## config.mk

```make
export PLATFORM = sky130hd
export DESIGN_NAME = spartan_sync_gasket
export DESIGN_NICKNAME = d
export VERILOG_FILES = /design/src/rtl/spartan_sync_gasket.sv
export SDC_FILE = /design/constraint.sdc
export NUM_CORES = 1
export LEC_CHECK = 0
export ABC_CLOCK_PERIOD_IN_PS = 7450
export CAP_MARGIN = 20
export CORE_ASPECT_RATIO = 0.8
export CORE_UTILIZATION = 58
export CTS_BUF_LIST = sky130_fd_sc_hd__clkbuf_4 sky130_fd_sc_hd__clkbuf_8 sky130_fd_sc_hd__clkbuf_16
export CTS_CLUSTER_SIZE = 14
export DETAILED_ROUTE_END_ITERATION = 7
export PLACE_DENSITY = 0.88
export SLEW_MARGIN = 20
export SYNTH_ARGS = -nofsm -noshare
export SYNTH_HDL_FRONTEND = slang
export SYNTH_SLANG_ARGS = --single-unit
```

## constraint.sdc

```tcl
create_clock -name CLK -period 7.45 [get_ports CLK]
set_clock_uncertainty 0.15 [all_clocks]
set_input_delay 1.1175 -clock CLK [delete_from_list [all_inputs] [get_ports CLK]]
set_output_delay 1.1175 -clock CLK [all_outputs]
set_load 0.02 [all_outputs]
```

## src/rtl/spartan_sync_gasket.sv

```systemverilog
// Spartan bus gasket: independent master/slave FIFOs with occupancy
// reporting and an optional outstanding-beat limiter on the A master side.

module spartan_sync_gasket_fifo #(
  parameter int W     = 66,
  parameter int DEPTH = 4
) (
  input  logic                     clk,
  input  logic                     rst,
  input  logic                     push,
  input  logic [W-1:0]             din,
  input  logic                     pop,
  output logic [W-1:0]             dout,
  output logic                     full,
  output logic                     empty,
  output logic [$clog2(DEPTH):0]   level
);

  localparam int PW = $clog2(DEPTH);
  localparam int LW = PW + 1;
  localparam logic [LW-1:0] DEP = LW'(DEPTH);

  logic [W-1:0]  mem [DEPTH];
  logic [PW-1:0] wr_ptr;
  logic [PW-1:0] rd_ptr;
  logic          wr_en;
  logic          rd_en;

  // Guarding here keeps the level from ever leaving 0..DEPTH.
  assign wr_en = push & ~full;
  assign rd_en = pop & ~empty;

  assign full  = (level == DEP);
  assign empty = (level == '0);
  assign dout  = mem[rd_ptr];

  always_ff @(posedge clk or posedge rst) begin
    if (rst) begin
      wr_ptr <= '0;
      rd_ptr <= '0;
      level  <= '0;
    end else begin
      if (wr_en)
        wr_ptr <= wr_ptr + PW'(1);
      if (rd_en)
        rd_ptr <= rd_ptr + PW'(1);
      if (wr_en && !rd_en)
        level <= level + LW'(1);
      else if (rd_en && !wr_en)
        level <= level - LW'(1);
    end
  end

  always_ff @(posedge clk) begin
    if (wr_en)
      mem[wr_ptr] <= din;
  end

endmodule

module spartan_sync_gasket #(
  parameter int BWIDTH  = 64,
  parameter int MDEPTH  = 4,
  parameter int SDEPTH  = 4,
  parameter int MAX_OUT = 0
) (
  input  logic                           CLK,
  input  logic                           RST,
  input  logic [BWIDTH+1:0]              SpMBUS_A,
  input  logic                           SpMVLD_A,
  output logic                           SpMRDY_A,
  output logic [BWIDTH+1:0]              SpSBUS_A,
  output logic                           SpSVLD_A,
  input  logic                           SpSRDY_A,
  output logic [BWIDTH+1:0]              SpMBUS_B,
  output logic                           SpMVLD_B,
  input  logic                           SpMRDY_B,
  input  logic [BWIDTH+1:0]              SpSBUS_B,
  input  logic                           SpSVLD_B,
  output logic                           SpSRDY_B,
  output logic [$clog2(MDEPTH):0]        MLEVEL,
  output logic [$clog2(SDEPTH):0]        SLEVEL,
  output logic [$clog2(MAX_OUT+1):0]     OUTSTND
);

  localparam int W  = BWIDTH + 2;
  localparam int OW = $clog2(MAX_OUT + 1) + 1;

  logic en;
  logic m_full;
  logic m_empty;
  logic s_full;
  logic s_empty;
  logic lim_ok;
  logic m_push_a;
  logic s_pop_a;

  // Holds all RDY outputs low until the first edge after reset release.
  always_ff @(posedge CLK or posedge RST) begin
    if (RST)
      en <= 1'b0;
    else
      en <= 1'b1;
  end

  assign SpMRDY_A = en & ~m_full & lim_ok;
  assign SpMVLD_B = ~m_empty;
  assign SpSRDY_B = en & ~s_full;
  assign SpSVLD_A = ~s_empty;

  assign m_push_a = SpMVLD_A & SpMRDY_A;
  assign s_pop_a  = SpSVLD_A & SpSRDY_A;

  spartan_sync_gasket_fifo #(
    .W     (W),
    .DEPTH (MDEPTH)
  ) u_mfifo (
    .clk   (CLK),
    .rst   (RST),
    .push  (m_push_a),
    .din   (SpMBUS_A),
    .pop   (SpMVLD_B & SpMRDY_B),
    .dout  (SpMBUS_B),
    .full  (m_full),
    .empty (m_empty),
    .level (MLEVEL)
  );

  spartan_sync_gasket_fifo #(
    .W     (W),
    .DEPTH (SDEPTH)
  ) u_sfifo (
    .clk   (CLK),
    .rst   (RST),
    .push  (SpSVLD_B & SpSRDY_B),
    .din   (SpSBUS_B),
    .pop   (s_pop_a),
    .dout  (SpSBUS_A),
    .full  (s_full),
    .empty (s_empty),
    .level (SLEVEL)
  );

  if (MAX_OUT > 0) begin : g_lim
    localparam logic [OW-1:0] MAXV = OW'(MAX_OUT);
    logic [OW-1:0] cnt;

    // Responses arriving with nothing outstanding are absorbed at zero.
    always_ff @(posedge CLK or posedge RST) begin
      if (RST)
        cnt <= '0;
      else if (m_push_a && !s_pop_a)
        cnt <= cnt + OW'(1);
      else if (s_pop_a && !m_push_a && cnt != '0)
        cnt <= cnt - OW'(1);
    end

    assign lim_ok  = (cnt < MAXV);
    assign OUTSTND = cnt;
  end else begin : g_nolim
    assign lim_ok  = 1'b1;
    assign OUTSTND = '0;
  end

endmodule
```

==> results.md <==
| Item | Reported |
|---|---|
| Via count of the first global-routing pass | 9404 |
| Layer with the highest usage after global routing | met2 |
| Top-area cell type share of the netlist area | 79.5% |
| Drt via density | 5.84 |
| Outcome | finished, final reports clean |
| Row cnt | 60 |
| Sequential cell area | 16200 um^2 |
| Most frequent cells after synthesis | 528 x edfxtp_1, 132 x mux4_2, 15 x dfrtp_1 |
| Overall routing resource usage | 22.6% |
| Net switching fraction of the power | 30.1% |
| Number of violations of the max-capacitance limit | 0 |
| Flops & latches, synth | 543 |
| Port buffer count | 279 |
| Clock tree from TritonCTS | yes |
| Worst slack at placement | 3.23 ns |
| Data arrival time of the critical path | 3.40 ns |
| Top cells by area in the synthesized netlist | edfxtp_1 79%, mux4_2 15%, dfrtp_1 1.9% |
| Number of nets in the final layout | 1229 |
| Multi-input gate area | 3430 um^2 |
| Path type of the worst setup path | flop to primary output |
| P_int | 6.59 mW |
| Total number of vias | 9076 |
| Root buffer cell | clkbuf_16 |
| Wire length of the first global-routing pass | 58.0 mm |
| Maximum vdd drop | 315 uV |
| Period minus WS final | 4.67 ns |
| Nets in the synthesized netlist | 917 |
| Post-cts hold buffer count | 0 |
| Initial standard-cell utilization of the core | 59.2% |
| Sum of negative setup slack | 0 ns |
| Highest fanout seen on the critical path | 44 |
| Maximum clock frequency | 214 MHz |
| Grt met3 use | 4.36% |
| Post-route setup slack | 2.78 ns |
| Combinational group share of total power | 33.1% |
| Number of setup violations in the final report | 0 |
| Headroom to the max-slew limit | 31.3% |
| Ratio of final minimum period to clock period | 62.6% |
| Crit path launch type | flop |
| Post-CTS Resized | 0 |
| Clk pin slew, worst setup/hold paths | 0.06 ns |
| Library cell with the largest summed area after synthesis | edfxtp_1 |
| Ys Warns | 0 |
| Final core utilization | 73.1% |
| Total instance count after detailed placement | 1461 |
| Routability cong. | 0.753 |
| Post-synth top flop | edfxtp_1 |
| Setup crit end kind | primary output |
| Hpwl dp | 22.8 mm |
| Total core area | 33700 um^2 |
| Number of enable-type register cells in the synthesized netlist | 528 |
| Initial antenna violation count | 2 |
| Post-Synthesis Cell Area | 20000 um^2 |
| Number of H-tree levels | 2 |
| Maximum clock path buffer count | 3 |
| Fraction of synthesis flops using an asynchronous set or reset pin | 2.76% |
| # IOs | 281 |
| Post-CTS Setup Repair Bufs | 0 |
| Grt ovf | 0 |
| Part of the total power dissipated in sequential elements | 42.2% |
| Grt met1 use | 29.6% |
| Width of the die | 209 um |
| Clock latency of the later-clocked register in the worst-skew pair | 0.56 ns |
| Clock sink count | 543 |
| Critical path data required time | 6.18 ns |
| Post-route non-filler standard cell count | 1555 |
| Worst-margin pin slew | 1.03 ns |
| Setup slack of the worst register-to-register path | 4.29 ns |
| Power spent charging and discharging nets | 2.84 mW |
| Clock share of power | 24.8% |
| Slew Limit Fails | 0 |
| Wire length per cell after detailed routing | 25.4 um |
| First-pass iteration count of the detailed router | 5 |
| Overall die area | 35200 um^2 |
| Dominant cell by count in the synthesized netlist | edfxtp_1 |
| Unique masters post-synth | 22 |
| P&R area growth vs syn | 23.4% |
| Largest net degree at the start of global routing | 68 |
| Total Power Consumption | 9.43 mW |
| Post-Synthesis Cells | 767 |
| Setup repair after global routing missed its margin | no |
| Hold Path Class | flop to flop |
| Count of unresolved DRC violations after routing | 0 |
| Total count of hold-check failures in the final report | 0 |
| Final ANT Viol Nets | 0 |
| Share of layout cells above drive strength 1 | 21.1% |
| Static leakage power | 7.96 nW |
| Drt first-iter violations | 736 |
| CTS Buf Count | 50 |
| Die extent in y | 168 um |
| Met2 track demand over resource | 37.9% |
| Routed wire length | 39.5 mm |
| Mean area per synthesized cell | 26.0 um^2 |
| Register area share after synthesis | 81.3% |
| Power density over cell area | 383 nW/um^2 |
| Count of fill cells added during filler insertion | 1856 |
path summary, 6_finish.rpt:
check | endpoint | cells past startpoint | from
worst max-delay path | SpSBUS_A[60] | 3 | u_sfifo.rd_ptr[0]$_DFFE_PP0P_
worst min-delay path | u_sfifo.level[2]$_DFFE_PP0P_ | 1 | u_sfifo.level[2]$_DFFE_PP0P_
worst max register to register | u_mfifo.mem[1][42]$_DFFE_PP_ | 4 | u_mfifo.level[0]$_DFFE_PP0P_
worst min register to register | u_sfifo.level[2]$_DFFE_PP0P_ | 1 | u_sfifo.level[2]$_DFFE_PP0P_
max in group asynchronous | u_sfifo.rd_ptr[0]$_DFFE_PP0P_ | 2 | RST
min in group asynchronous | u_mfifo.wr_ptr[1]$_DFFE_PP0P_ | 2 | RST
layer usage:
| layer | routed length (um) | up-vias |
|---|---|---|
| li1 | - | 3902 |
| met3 | 2400 | 80 |
| met5 | 0 | - |
| met1 | 15100 | 4720 |
| met4 | 1360 | 0 |
| met2 | 20600 | 374 |
cells in the final DEF (no fill, tap or decap), drive strengths merged, types with 4 or more instances in the layout:
| master | count |
|---|---|
| edfxtp | 528 |
| clkdlybuf4s50 | 279 |
| mux4 | 132 |
| clkbuf | 61 |
| clkinv | 30 |
| dfrtp | 15 |
| buf | 12 |
| ha | 10 |
| xnor2 | 8 |
| and2 | 8 |
| inv | 8 |
| mux2 | 4 |
| nor2 | 4 |
| nand2 | 4 |
| xor2 | 4 |
cells by family after synthesis:
group	Yosys count	synth area share, %
compound gates	4	0.125
mux	136	15.1
xor+xnor	12	0.527
flops	543	81.3
fa+ha+maj	12	0.828
other cells	2	0.0376
simple gates	20	0.514
buf+inv	38	1.50
power by group through the flow:
stage                     Clock, mW  Sequential, mW  Combinational, mW
after CTS                      2.38            3.99               3.16
final                          2.34            3.97               3.12
after floorplan                   0            3.90               2.00
after global routing           2.48            4.03               3.25
after detailed placement          0            4.04               3.12
after global placement            0            4.02               3.08
sequential cells by signal (all words and copies together), names as in the netlist:
name            cells
u_mfifo.mem       264
u_sfifo.mem       264
u_mfifo.level       3
u_sfifo.level       3
u_mfifo.rd_ptr      2
u_mfifo.wr_ptr      2
u_sfifo.rd_ptr      2
u_sfifo.wr_ptr      2
en                  1
critical path, cell delays in order, from the launching register on:
cell and delay [ns]:
dfrtp_4 1.02, buf_4 0.59, mux4_2 0.56, clkdlybuf4s50_1 0.63
metrics by stage:
stage	instance area, um^2	hold slack (ns)
final	24600	0.410
after global routing	24600	0.428
after CTS	24600	0.413
after detailed placement	23100	0.368
after global placement	23100	0.376
after floorplan	20000	0.384
layout make-up:
class                           count  area share, %
Antenna cell                        2         0.0203
Clock buffer                       61           5.49
Timing Repair Buffer              291           11.7
Clock inverter                     31          0.579
Multi-Input combinational cell    186           13.9
Tap cell                          434           2.21
Sequential cell                   543           66.0
Inverter                            7          0.107
No activity file was read; power rests on OpenSTA's default activity.
